[src/rtl/tx_packet_assembler.sv]
// Assembles SYNC/PID/payload/CRC16 byte streams for a serializer, then requests EOP.
// Handshake packets carry only SYNC and PID; DATA0/DATA1 append up to MAX_BYTES and a CRC.
module tx_packet_assembler #(
   parameter int unsigned MAX_BYTES = 64
) (
   input  logic       clk,
   input  logic       n_rst,
   input  logic [2:0] tx_packet,
   input  logic       tx_start,
   input  logic [6:0] buffer_occupancy,
   input  logic [7:0] tx_packet_data,
   input  logic       byte_sent,
   input  logic       eop_done,
   output logic [7:0] tx_byte,
   output logic       byte_valid,
   output logic       get_tx_packet_data,
   output logic       send_eop,
   output logic       tx_busy,
   output logic       tx_done,
   output logic       tx_error
);

   localparam logic [3:0] StIdle  = 4'd0;
   localparam logic [3:0] StSync  = 4'd1;
   localparam logic [3:0] StPid   = 4'd2;
   localparam logic [3:0] StFetch = 4'd3;
   localparam logic [3:0] StData  = 4'd4;
   localparam logic [3:0] StCrcLo = 4'd5;
   localparam logic [3:0] StCrcHi = 4'd6;
   localparam logic [3:0] StEop   = 4'd7;
   localparam logic [3:0] StDone  = 4'd8;

   // Occupancy is only 7 bits wide, so a larger MAX_BYTES can never be reached.
   localparam int unsigned CapInt = (MAX_BYTES > 127) ? 127 : MAX_BYTES;
   localparam logic [6:0]  LenCap = CapInt[6:0];

   logic [3:0]  state_q, state_d;
   logic [2:0]  ptype_q, ptype_d;
   logic [6:0]  len_q, len_d;
   logic [15:0] crc_q, crc_d;
   logic [7:0]  byte_q, byte_d;
   logic        loaded_q, loaded_d;
   logic        error_q, error_d;
   logic        sent;

   function automatic logic [15:0] crc_step(input logic [15:0] crc, input logic [7:0] data);
      logic [15:0] c;
      c = crc ^ {8'h00, data};
      for (int i = 0; i < 8; i++) begin
         c = c[0] ? ((c >> 1) ^ 16'hA001) : (c >> 1);
      end
      return c;
   endfunction

   function automatic logic [3:0] pid_nibble(input logic [2:0] t);
      case (t)
         3'd1:    return 4'h3;
         3'd2:    return 4'hB;
         3'd3:    return 4'h2;
         3'd4:    return 4'hA;
         3'd5:    return 4'hE;
         default: return 4'h0;
      endcase
   endfunction

   assign sent = byte_valid & byte_sent;

   always_comb begin
      state_d  = state_q;
      ptype_d  = ptype_q;
      len_d    = len_q;
      crc_d    = crc_q;
      byte_d   = byte_q;
      loaded_d = loaded_q;
      error_d  = 1'b0;
      case (state_q)
         StIdle: begin
            if (tx_start) begin
               if (tx_packet >= 3'd1 && tx_packet <= 3'd5) begin
                  state_d = StSync;
                  ptype_d = tx_packet;
                  len_d   = (buffer_occupancy > LenCap) ? LenCap : buffer_occupancy;
                  crc_d   = 16'hFFFF;
                  byte_d  = 8'h80;
               end else begin
                  error_d = 1'b1;
               end
            end
         end
         StSync: begin
            if (sent) begin
               state_d = StPid;
               byte_d  = {~pid_nibble(ptype_q), pid_nibble(ptype_q)};
            end
         end
         StPid: begin
            if (sent) begin
               if (ptype_q >= 3'd3) begin
                  state_d = StEop;
               end else if (len_q == 7'd0) begin
                  state_d = StCrcLo;
                  byte_d  = ~crc_q[7:0];
               end else begin
                  state_d = StFetch;
               end
            end
         end
         StFetch: begin
            state_d  = StData;
            loaded_d = 1'b0;
         end
         StData: begin
            // Read data arrives during the first DATA cycle; capture it before presenting.
            if (!loaded_q) begin
               byte_d   = tx_packet_data;
               crc_d    = crc_step(crc_q, tx_packet_data);
               len_d    = len_q - 7'd1;
               loaded_d = 1'b1;
            end else if (sent) begin
               if (len_q != 7'd0) begin
                  state_d = StFetch;
               end else begin
                  state_d = StCrcLo;
                  byte_d  = ~crc_q[7:0];
               end
            end
         end
         StCrcLo: begin
            if (sent) begin
               state_d = StCrcHi;
               byte_d  = ~crc_q[15:8];
            end
         end
         StCrcHi: begin
            if (sent) state_d = StEop;
         end
         StEop: begin
            if (eop_done) state_d = StDone;
         end
         StDone: state_d = StIdle;
         default: state_d = StIdle;
      endcase
   end

   always_ff @(posedge clk or negedge n_rst) begin
      if (!n_rst) begin
         state_q  <= StIdle;
         ptype_q  <= 3'd0;
         len_q    <= 7'd0;
         crc_q    <= 16'hFFFF;
         byte_q   <= 8'h00;
         loaded_q <= 1'b0;
         error_q  <= 1'b0;
      end else begin
         state_q  <= state_d;
         ptype_q  <= ptype_d;
         len_q    <= len_d;
         crc_q    <= crc_d;
         byte_q   <= byte_d;
         loaded_q <= loaded_d;
         error_q  <= error_d;
      end
   end

   assign tx_byte            = byte_q;
   assign tx_error           = error_q;
   assign tx_busy            = (state_q != StIdle);
   assign get_tx_packet_data = (state_q == StFetch);
   assign send_eop           = (state_q == StEop);
   assign tx_done            = (state_q == StDone);
   assign byte_valid         = (state_q == StSync) || (state_q == StPid) ||
                               (state_q == StCrcLo) || (state_q == StCrcHi) ||
                               ((state_q == StData) && loaded_q);

endmodule

[config.mk]
export PLATFORM = sky130hd
export DESIGN_NAME = tx_packet_assembler
export DESIGN_NICKNAME = d
export VERILOG_FILES = /design/src/rtl/tx_packet_assembler.sv
export SDC_FILE = /design/constraint.sdc
export NUM_CORES = 1
export LEC_CHECK = 0
export ABC_AREA = 1
export BUFFER_PORTS_ARGS = -buffer_cell sky130_fd_sc_hd__clkbuf_2
export CAP_MARGIN = 15
export CORE_AREA = 3 3 79 81
export CTS_CLUSTER_SIZE = 28
export DETAILED_ROUTE_END_ITERATION = 7
export DIE_AREA = 0 0 82 84
export PLACE_DENSITY = 0.68
export SLEW_MARGIN = 10
export SYNTH_ARGS = -nofsm -noshare
export SYNTH_HDL_FRONTEND = slang
export SYNTH_SLANG_ARGS = --single-unit
[constraint.sdc]
create_clock -name clk -period 1.8 [get_ports clk]
set_input_delay 0.36 -clock clk [delete_from_list [all_inputs] [get_ports clk]]
set_output_delay 0.36 -clock clk [all_outputs]
set_load 0.02 [all_outputs]
After elaboration in Yosys (flattened, before gate mapping) --
Cells that the tools add are included.
Storage, ports and cells: register bits 40, input port bits 23, output and inout port bits 14
Operators by class: add/subtract/negate cells 1, magnitude comparators 4, equal/unequal tests 27, mux-type cells 48, bitwise gates (word level) 13, reductions and logical operators 17
Operators with widths (count):
- 2-to-1 mux 16 bit | 11
- 2-to-1 mux 8 bit | 10
- 2-to-1 mux 4 bit | 11
- one-hot mux 8 bit (5 select lines) | 1
- one-hot mux 16 bit (2 select lines) | 1
- one-hot mux 4 bit (8 select lines) | 1
- 2-to-1 mux 7 bit | 4
- != test 2 bit (second input constant) | 12
- inverter 2 -> 3 bit | 8
- one-hot mux 4 bit (5 select lines) | 1
- == test 4 x 3 -> 1 bit (second input constant) | 4
- inverter 8 bit | 2
- XOR 16 x 8 -> 16 bit | 1
- one-hot mux 7 bit (2 select lines) | 1
- AND reduction 10 bit | 1
- 2-to-1 mux 3 bit | 3
- AND reduction 9 bit | 1
- == test 4 x 2 -> 1 bit (second input constant) | 2
- greater-than comparator 7 bit (second input constant) | 1
- zero test 7 bit | 1
- nonzero test 7 bit | 1
- subtractor 7 x 1 -> 7 bit (second input constant) | 1
- == test 3 x 2 -> 1 bit (second input constant) | 2
- == test 3 bit (second input constant) | 2
- 19 further kinds | 27

Logic depth before layout (Yosys ltp) --
Gate-level depths: netlist of the first run.
depth in word-level cells 19, mapped depth 15

Least setup slack after synthesis of the first run --
OpenSTA, ideal clock, no wires.
kind register to register, start point reg len_q[0], end point reg byte_q[4] (netlist: tx_byte[4]), arrival 1.627 ns, slack 0.045 ns, stages on the path, launching flop included 11, clock period less this slack 1.755 ns, cell sequence dfrtp_1 > inv_1 > ha_1 > nand3_1 > nor2_1 > o21ai_1 > nor4_2 > nand2_2 > buf_6 > nand2_2 > o21ai_2
Between the ends: word-level cells in the longest chain between the ends 3, elaborated cells on any way between the ends 5, those cells by class eq/ne: 2; reduce/logical: 3
Ends and longest elaborated chain:
- start, declared | RTL line 39 | logic [6:0] len_q, len_d;
- start signal, assigned | RTL line 157 | len_q <= len_d;
- nonzero test 7 bit or zero test 7 bit (tied branches) | RTL line 120, 100
- != test 3 bit (no source line) or != test 2 bit (tied branches)
- AND reduction 10 bit (no source line) (*)
- end signal, assigned | RTL line 159 | byte_q <= byte_d;
- end, declared | RTL line 41 | logic [7:0] byte_q, byte_d;
Every way passes the cells marked *; elsewhere a longest branch is shown, timed or not. A chain may end at the register's enable or synchronous reset.

Final worst setup path of the first run --
start point reg state_q[1], end point out byte_valid
Between the ends: word-level cells in the longest chain between the ends 5, elaborated cells on any way between the ends 10, those cells by class eq/ne: 5; reduce/logical: 5
Ends and longest elaborated chain:
- start, declared | RTL line 37 | logic [3:0] state_q, state_d;
- start signal, assigned | RTL line 147 | state_q <= StIdle;
- start signal, assigned | RTL line 155 | state_q <= state_d;
- == test 4 x 1 -> 1 bit or == test 4 x 2 -> 1 bit (tied branches) | RTL line 171 | assign byte_valid = (state_q == StSync) || (state_q == StPid) ||
- logical OR 1 bit (2 in a row) | RTL line 171
- logical OR 1 bit | RTL line 172 | (state_q == StCrcLo) || (state_q == StCrcHi) ||
- logical OR 1 bit (*) | RTL line 172
- end, declared | RTL line 15 | output logic byte_valid,
Marks and branches as above.

==> results.rst, run 1 <==
.. list-table::
   :header-rows: 1

   * - Metric
     - Value
   * - Number of global-route vias before repair
     - 2372
   * - Buffers from clock root to sink, at most
     - 2
   * - Cell with the biggest individual delay on the critical path
     - dfrtp_2
   * - P_leak
     - 1.792 nW
   * - CTS Root Buffer Type
     - clkbuf_8
   * - 1st-iter DRT viols
     - 257
   * - Worst slew slack as a fraction of its limit
     - 56.78%
   * - Layout Cells excl Fill
     - 498
   * - Setup repair after global routing missed its margin
     - true
   * - Peak per-stage delay on the critical path
     - 0.43 ns
   * - Placeable core region
     - 5540 um2
   * - Total wire length
     - 6963 um
   * - CP Capture Type
     - output pin
   * - Post-route clock period utilization
     - 103.3%
   * - Share of synthesized area occupied by flip-flops and latches
     - 40.36%
   * - I/O pin cnt
     - 37
   * - CTS tree
     - yes
   * - # rows
     - 27
   * - Result of the run
     - finished with violations
   * - Most frequent cell after synthesis
     - nand2_1
   * - H-tree lvl count
     - 2
   * - Number of antenna violations at the first check in global routing
     - 0
   * - Antenna cells
     - 0
   * - Leading cell types by count after synthesis
     - nand2_1, inv_1, dfrtp_1, nor2_1
   * - Total Die Area
     - 6888 um2
   * - Synth unique cells
     - 35
   * - Area Growth Syn to Fin
     - 33.58%
   * - Clock-pin slew of the registers on the worst-case setup and hold paths
     - 0.08 ns
   * - Total count of max-transition violations in the final report
     - 0
   * - Arrival time at the worst endpoint
     - 1.50 ns
   * - Area used by multi-input combinational logic
     - 1436 um2
   * - Post-layout nets
     - 449
   * - Total number of vias
     - 2612
   * - Count of final hold-check violations
     - 0
   * - Post-layout minimum cycle time
     - 1.859 ns
   * - Total placed cells including tap cells
     - 470
   * - Filler Cells Inserted
     - 487
   * - Fin worst setup slack
     - -0.05945 ns
   * - Cell breakdown of the critical path
     - buf_6, inv_4, nor2_4, buf_4, nand2_4, nand3_4, clkbuf_8
   * - Chip height
     - 84 um
   * - Worst Hold Margin
     - 0.01786 ns
   * - Async set-reset flop share out of synthesis
     - 100.0%
   * - Top flip-flop cell by instance count after synthesis
     - dfrtp_1
   * - Total power per unit cell area
     - 1860 nW/um2
   * - Detailed-placement wirelength estimate
     - 4848 um
   * - Post-Route Utilization
     - 61.00%
   * - Synthesized instance count
     - 350
   * - Pin slew with the least headroom to its limit
     - 0.6466 ns
   * - Remaining number of nets flagged by the antenna check after routing
     - 0
   * - Global-route usage over all layers
     - 20.00%
   * - Ratio of cells with drive above 1 in the final layout
     - 39.20%
   * - Horiz. Die Dim
     - 82 um
   * - Routed WL per cell
     - 13.98 um
   * - Total global routing overflow
     - 0
   * - Source-to-sink clock delay at the later pin of the worst-skew pair
     - 0.30 ns
   * - Initial Utilization
     - 45.66%
   * - Element type at the critical path start
     - register
   * - Detail-routed via count per cell
     - 5.245
   * - Total standard cell area after synthesis
     - 2530 um2
   * - Clock sinks
     - 40
   * - Achievable Freq
     - 0.5378 GHz
   * - PnR Total Power
     - 6.286 mW
   * - Number of clock buffers inserted by TritonCTS
     - 5
   * - Setup Crit Path Kind
     - register to output pin
   * - Count of buffers from port buffering
     - 36
   * - Maximum number of pins on one net before global-route repair
     - 23
   * - DRC violation count after routing
     - 0
   * - Net count after synthesis
     - 374
   * - Synthesis-stage register bit count
     - 40
   * - Reg area
     - 1025 um2
   * - Routability cong.
     - 0.9121
   * - TritonRoute pass-1 iters
     - 5
   * - Violated checks
     - negative setup slack
   * - Top post-synthesis cells by area
     - dfrtp_1, dfstp_2, nand2_1, inv_1, nor2_1
   * - Warnings from Yosys
     - 0
   * - Area share of the largest cell type after synthesis
     - 23.74%
   * - Average instance area after synthesis
     - 7.228 um2
   * - Setup clock skew after layout
     - 0.005143 ns
   * - Maximum capacitance violations
     - 0
   * - EDFF count, synth
     - 0
   * - First-pass GRT wire length
     - 10790 um
   * - Worst min-delay path category
     - primary input to async pin
   * - CP Max Fanout
     - 4
   * - Largest voltage drop on the vdd net
     - 1.025 mV
   * - Library cell with the largest summed area after synthesis
     - dfrtp_1
   * - Endpoint required time on the critical path
     - 1.44 ns
   * - Pre-CTS setup slack
     - -0.1012 ns
   * - Final number of setup-violating endpoints
     - 8
stage by stage:
stage	area [um2]	setup TNS (ns)
finish	3379	-0.1076
global route	3379	-1.015
CTS	3137	-0.03711
detailed placement	2923	-0.6280
global placement	2923	0
floorplan	2530	0
where the power goes:
part           switching (mW)  internal, mW  total, mW
combinational            2.32          1.68       4.00
sequential              0.318          1.36       1.68
clock                   0.335         0.271      0.606
total                    2.98          3.31       6.29
timing repair:
action / in CTS / in global routing
cloned: 0 / 1
hold buffers: 0 / 0
setup endpoints to repair: 10 / 32
resized for setup: 11 / 57
setup buffers: 11 / 8
pin swaps: 7 / 9
state kept, by name (all words and copies together) (netlist names):
| name | count |
|---|---|
| crc_q | 16 |
| tx_byte | 8 |
| len_q | 7 |
| state_q | 4 |
| ptype_q | 3 |
| loaded_q | 1 |
| tx_error | 1 |
cell families (layout without fill, tap and decap cells):
group | after synthesis | in the layout | share of synthesized area [%]
XOR/XNOR | 5 | 5 | 1.731
buffers and inverters | 61 | 137 | 9.545
AO/OA/AOI/OAI | 73 | 73 | 18.60
multiplexers | 1 | 1 | 0.4451
AND/OR/NAND/NOR | 169 | 169 | 28.83
adder cells (fa/ha/maj) | 1 | 1 | 0.4945
flip-flops | 40 | 40 | 40.36
placed cells by master, fill, tap and decap left out, drive strengths merged, types with 2 or more instances in the layout:
cell type	instances
dfrtp	24
o21ai	26
nor3	5
dfstp	16
or2	2
nand3	15
a22oi	7
clkbuf	42
nand2	118
o22ai	10
a221oi	6
a21oi	16
xor2	3
xnor2	2
buf	37
a32oi	4
inv	56
nor2	28
cell type report:
cell class              count  area share (%)
flip-flops and latches     40           30.32
well taps                  72           2.666
clock buffers               6           2.147
inverters                  56           6.516
clock inverters             2          0.3702
repair buffers             73           15.48
multi-input cells         249           42.50
path summary, 6_finish.rpt:
path | start | slack, ns | cells past startpoint | end
max | state_q[1]$_DFFE_PN0P_ | -0.06 | 7 | byte_valid
min | n_rst | 0.02 | 1 | state_q[3]$_DFFE_PN0P_
max reg2reg | state_q[1]$_DFFE_PN0P_ | -0.03 | 10 | tx_byte[2]$_DFFE_PN0P_
min reg2reg | crc_q[11]$_DFFE_PN1P_ | 0.49 | 2 | crc_q[11]$_DFFE_PN1P_
max in group asynchronous | n_rst | 1.19 | 2 | crc_q[6]$_DFFE_PN1P_
min in group clk | tx_packet[1] | 0.34 | 3 | ptype_q[1]$_DFFE_PN0P_
worst max-delay path, delay by kind of cell, from the launching register on:
| family | cells | cell delay, ns |
|---|---|---|
| AND/OR/NAND/NOR | 3 | 0.30 |
| flip-flops | 1 | 0.43 |
| buffers and inverters | 4 | 0.46 |
metal layers:
layer,vias up,wire length (um),global-route usage [%]
met5,-,0,0
met4,0,129,4.985
met3,12,401,4.644
met2,88,3286,31.45
met1,1222,3146,27.41
li1,1290,-,-
Note: power is estimated with default switching activity, not from simulation.
==> inputs of run 2 (changes only) <==
--- a/config.mk
+++ b/config.mk
@@ -6,13 +6,14 @@
 export NUM_CORES = 1
 export LEC_CHECK = 0
 export ABC_AREA = 1
-export BUFFER_PORTS_ARGS = -buffer_cell sky130_fd_sc_hd__clkbuf_2
 export CAP_MARGIN = 15
-export CORE_AREA = 3 3 79 81
+export CORE_AREA = 3 3 91 71
+export CTS_CLUSTER_DIAMETER = 100
 export CTS_CLUSTER_SIZE = 28
 export DETAILED_ROUTE_END_ITERATION = 7
-export DIE_AREA = 0 0 82 84
-export PLACE_DENSITY = 0.68
+export DIE_AREA = 0 0 94 74
+export DONT_BUFFER_PORTS = 1
+export PLACE_DENSITY = 0.62
 export SLEW_MARGIN = 10
 export SYNTH_ARGS = -nofsm -noshare
 export SYNTH_HDL_FRONTEND = slang
==> run 2 against run 1 <==
Against the previous run: sequential share of layout area increased by 1.9 points; maximum frequency increased by 4.0%; the run now ends clean; critical endpoint unchanged; wire length decreased by 4.8%; critical path depth increased by 1; combinational power decreased by 11%; largest power group unchanged; clock power increased by 24%.
==> results.rst, run 2 (synthesized netlist as in run 1, its figures left out) <==
.. list-table::
   :header-rows: 1

   * - Metric
     - Value
   * - Largest voltage drop on the vdd net
     - 0.5684 mV
   * - Number of flip-flops under the largest register name
     - 16
   * - Total power per unit cell area
     - 1900 nW/um2
   * - Remaining number of nets flagged by the antenna check after routing
     - 0
   * - Area Growth Syn to Fin
     - 25.17%
   * - Setup repair after global routing missed its margin
     - true
   * - Top register by number of flip-flops
     - crc_q
   * - Worst min-delay path category
     - primary input to register
   * - Pin slew with the least headroom to its limit
     - 0.5611 ns
   * - Most common library cell in the layout ignoring fill and taps
     - nand2_1
   * - Cell breakdown of the critical path
     - nor2_2, inv_2, nor2_8, nand2_4, nand2_4, inv_4, nand3_4, buf_6
   * - Total count of max-transition violations in the final report
     - 0
   * - Finished layout cell area
     - 3167 um2
   * - Chip height
     - 74 um
   * - Endpoint required time on the critical path
     - 1.44 ns
   * - Element type at the critical path start
     - register
   * - # rows
     - 24
   * - Achievable Freq
     - 0.5596 GHz
   * - Ratio of cells with drive above 1 in the final layout
     - 31.54%
   * - Clock sinks
     - 40
   * - Routability cong.
     - 0.8823
   * - Antenna cells
     - 0
   * - Count of buffers from port buffering
     - 0
   * - Detailed-placement wirelength estimate
     - 4825 um
   * - Post-layout minimum cycle time
     - 1.787 ns
   * - Worst Hold Margin
     - 0.2155 ns
   * - Number of antenna violations at the first check in global routing
     - 0
   * - Commonest non-fill, non-tap cells in the layout
     - nand2_1, inv_1, buf_4, dfrtp_1, nor2_1
   * - Count of final hold-check violations
     - 0
   * - Post-Place Cell Area
     - 2790 um2
   * - Layout Cells excl Fill
     - 468
   * - Cell type with the highest occurrence count on the critical path
     - nand2_4
   * - Buffers from clock root to sink, at most
     - 2
   * - CTS tree
     - yes
   * - Source-to-sink clock delay at the later pin of the worst-skew pair
     - 0.30 ns
   * - Setup Crit Path Kind
     - register to output pin
   * - CP Max Fanout
     - 4
   * - First-pass GRT wire length
     - 10970 um
   * - Clock-pin slew of the registers on the worst-case setup and hold paths
     - 0.08 ns
   * - H-tree lvl count
     - 2
   * - Maximum capacitance violations
     - 0
   * - Total global routing overflow
     - 0
   * - 1st-iter DRT viols
     - 168
   * - Detail-routed via count per cell
     - 5.188
   * - Placeable core region
     - 5705 um2
   * - Total wire length
     - 6626 um
   * - DRC violation count after routing
     - 0
   * - CTS Root Buffer Type
     - clkbuf_8
   * - Post-route clock period utilization
     - 99.28%
   * - Horiz. Die Dim
     - 94 um
   * - Total number of vias
     - 2428
   * - Initial Utilization
     - 44.34%
   * - Setup clock skew after layout
     - 0.005616 ns
   * - Total placed cells including tap cells
     - 447
   * - TritonRoute pass-1 iters
     - 4
   * - P_leak
     - 1.627 nW
   * - Maximum number of pins on one net before global-route repair
     - 41
   * - CP Capture Type
     - output pin
   * - Global-route usage over all layers
     - 19.98%
   * - I/O pin cnt
     - 37
   * - Routed WL per cell
     - 14.16 um
   * - Number of clock buffers inserted by TritonCTS
     - 5
   * - Peak per-stage delay on the critical path
     - 0.43 ns
   * - Post-layout nets
     - 413
   * - Arrival time at the worst endpoint
     - 1.43 ns
   * - Final number of setup-violating endpoints
     - 0
   * - Total Die Area
     - 6956 um2
   * - Number of global-route vias before repair
     - 2261
   * - Result of the run
     - finished clean
   * - Worst slew slack as a fraction of its limit
     - 62.10%
   * - Cell with the biggest individual delay on the critical path
     - dfrtp_1
## run 2: cell count changes in the layout (fill, tap and decap cells not counted), sizes merged
cell,change
clkbuf,-36
clkinvlp,-1
dlygate4sd3,+1
bufinv,+1
buf,-1
clkinv,+1
inv,-1
## run 2: worst paths after layout
| kind | startpoint | endpoint | slack (ns) | cells past startpoint |
|---|---|---|---|---|
| hold reg to reg | crc_q[11]$_DFFE_PN1P_ | crc_q[11]$_DFFE_PN1P_ | 0.50 | 2 |
| max in group asynchronous | n_rst | crc_q[11]$_DFFE_PN1P_ | 1.01 | 2 |
| setup reg to reg | len_q[0]$_DFFE_PN0P_ | tx_byte[1]$_DFFE_PN0P_ | 0.08 | 10 |
| setup / recovery | state_q[0]$_DFFE_PN0P_ | byte_valid | 0.01 | 8 |
| hold / removal | buffer_occupancy[2] | len_q[2]$_DFFE_PN0P_ | 0.22 | 2 |
| min in group asynchronous | n_rst | state_q[0]$_DFFE_PN0P_ | 0.50 | 2 |
## run 2: per-layer routing
layer / track usage, % / part of all wire, % / up-vias
met5: 0 / 0 / -
met4: 5.449 / 1.5 / 0
met3: 4.853 / 6.9 / 8
met2: 29.50 / 43 / 67
met1: 29.39 / 48 / 1131
li1: - / - / 1222
## run 2: through the flow
| stage | utilization (%) | setup TNS (ns) | worst slack [ns] | power (mW) |
|---|---|---|---|---|
| finish | 55.50 | 0 | 0.01290 | 6.018 |
| detailed placement | 48.90 | -0.2508 | -0.07836 | 4.718 |
| CTS | 52.81 | -0.001353 | -0.001353 | 5.676 |
| global route | 55.50 | -0.6329 | -0.08405 | 6.542 |
| global placement | 48.90 | -0.04900 | -0.04900 | 4.667 |
| floorplan | - | 0 | 0.04485 | 3.822 |
## run 2: repair_timing
item / in CTS / in global routing
setup buffers: 7 / 4
hold buffers: 2 / 0
pin swaps: 2 / 8
hold endpoints to repair: 40 / 0
gates cloned: 0 / 0
setup endpoints to repair: 9 / 30
resized for setup: 9 / 37
## run 2: worst max-delay path, delay by kind of cell (launching register included)
family | cells | cell delay [ns]
buffers and inverters | 3 | 0.24
and+or+nand+nor | 5 | 0.47
DFF | 1 | 0.43
## run 2: final cells by class
type,instances,area [um2]
inverter,56,216.5
fill,554,2539
clock inverter,2,35.03
multi-input combinational,249,1411
timing repair buffer,37,312.8
sequential,40,1021
clock buffer,6,72.57
tap,78,97.59
## run 2: where the power goes
group          internal (mW)  switching, mW  total, mW
combinational           1.46           2.08       3.54
sequential              1.35          0.371       1.73
clock                  0.412          0.338      0.750
total                   3.22           2.79       6.02
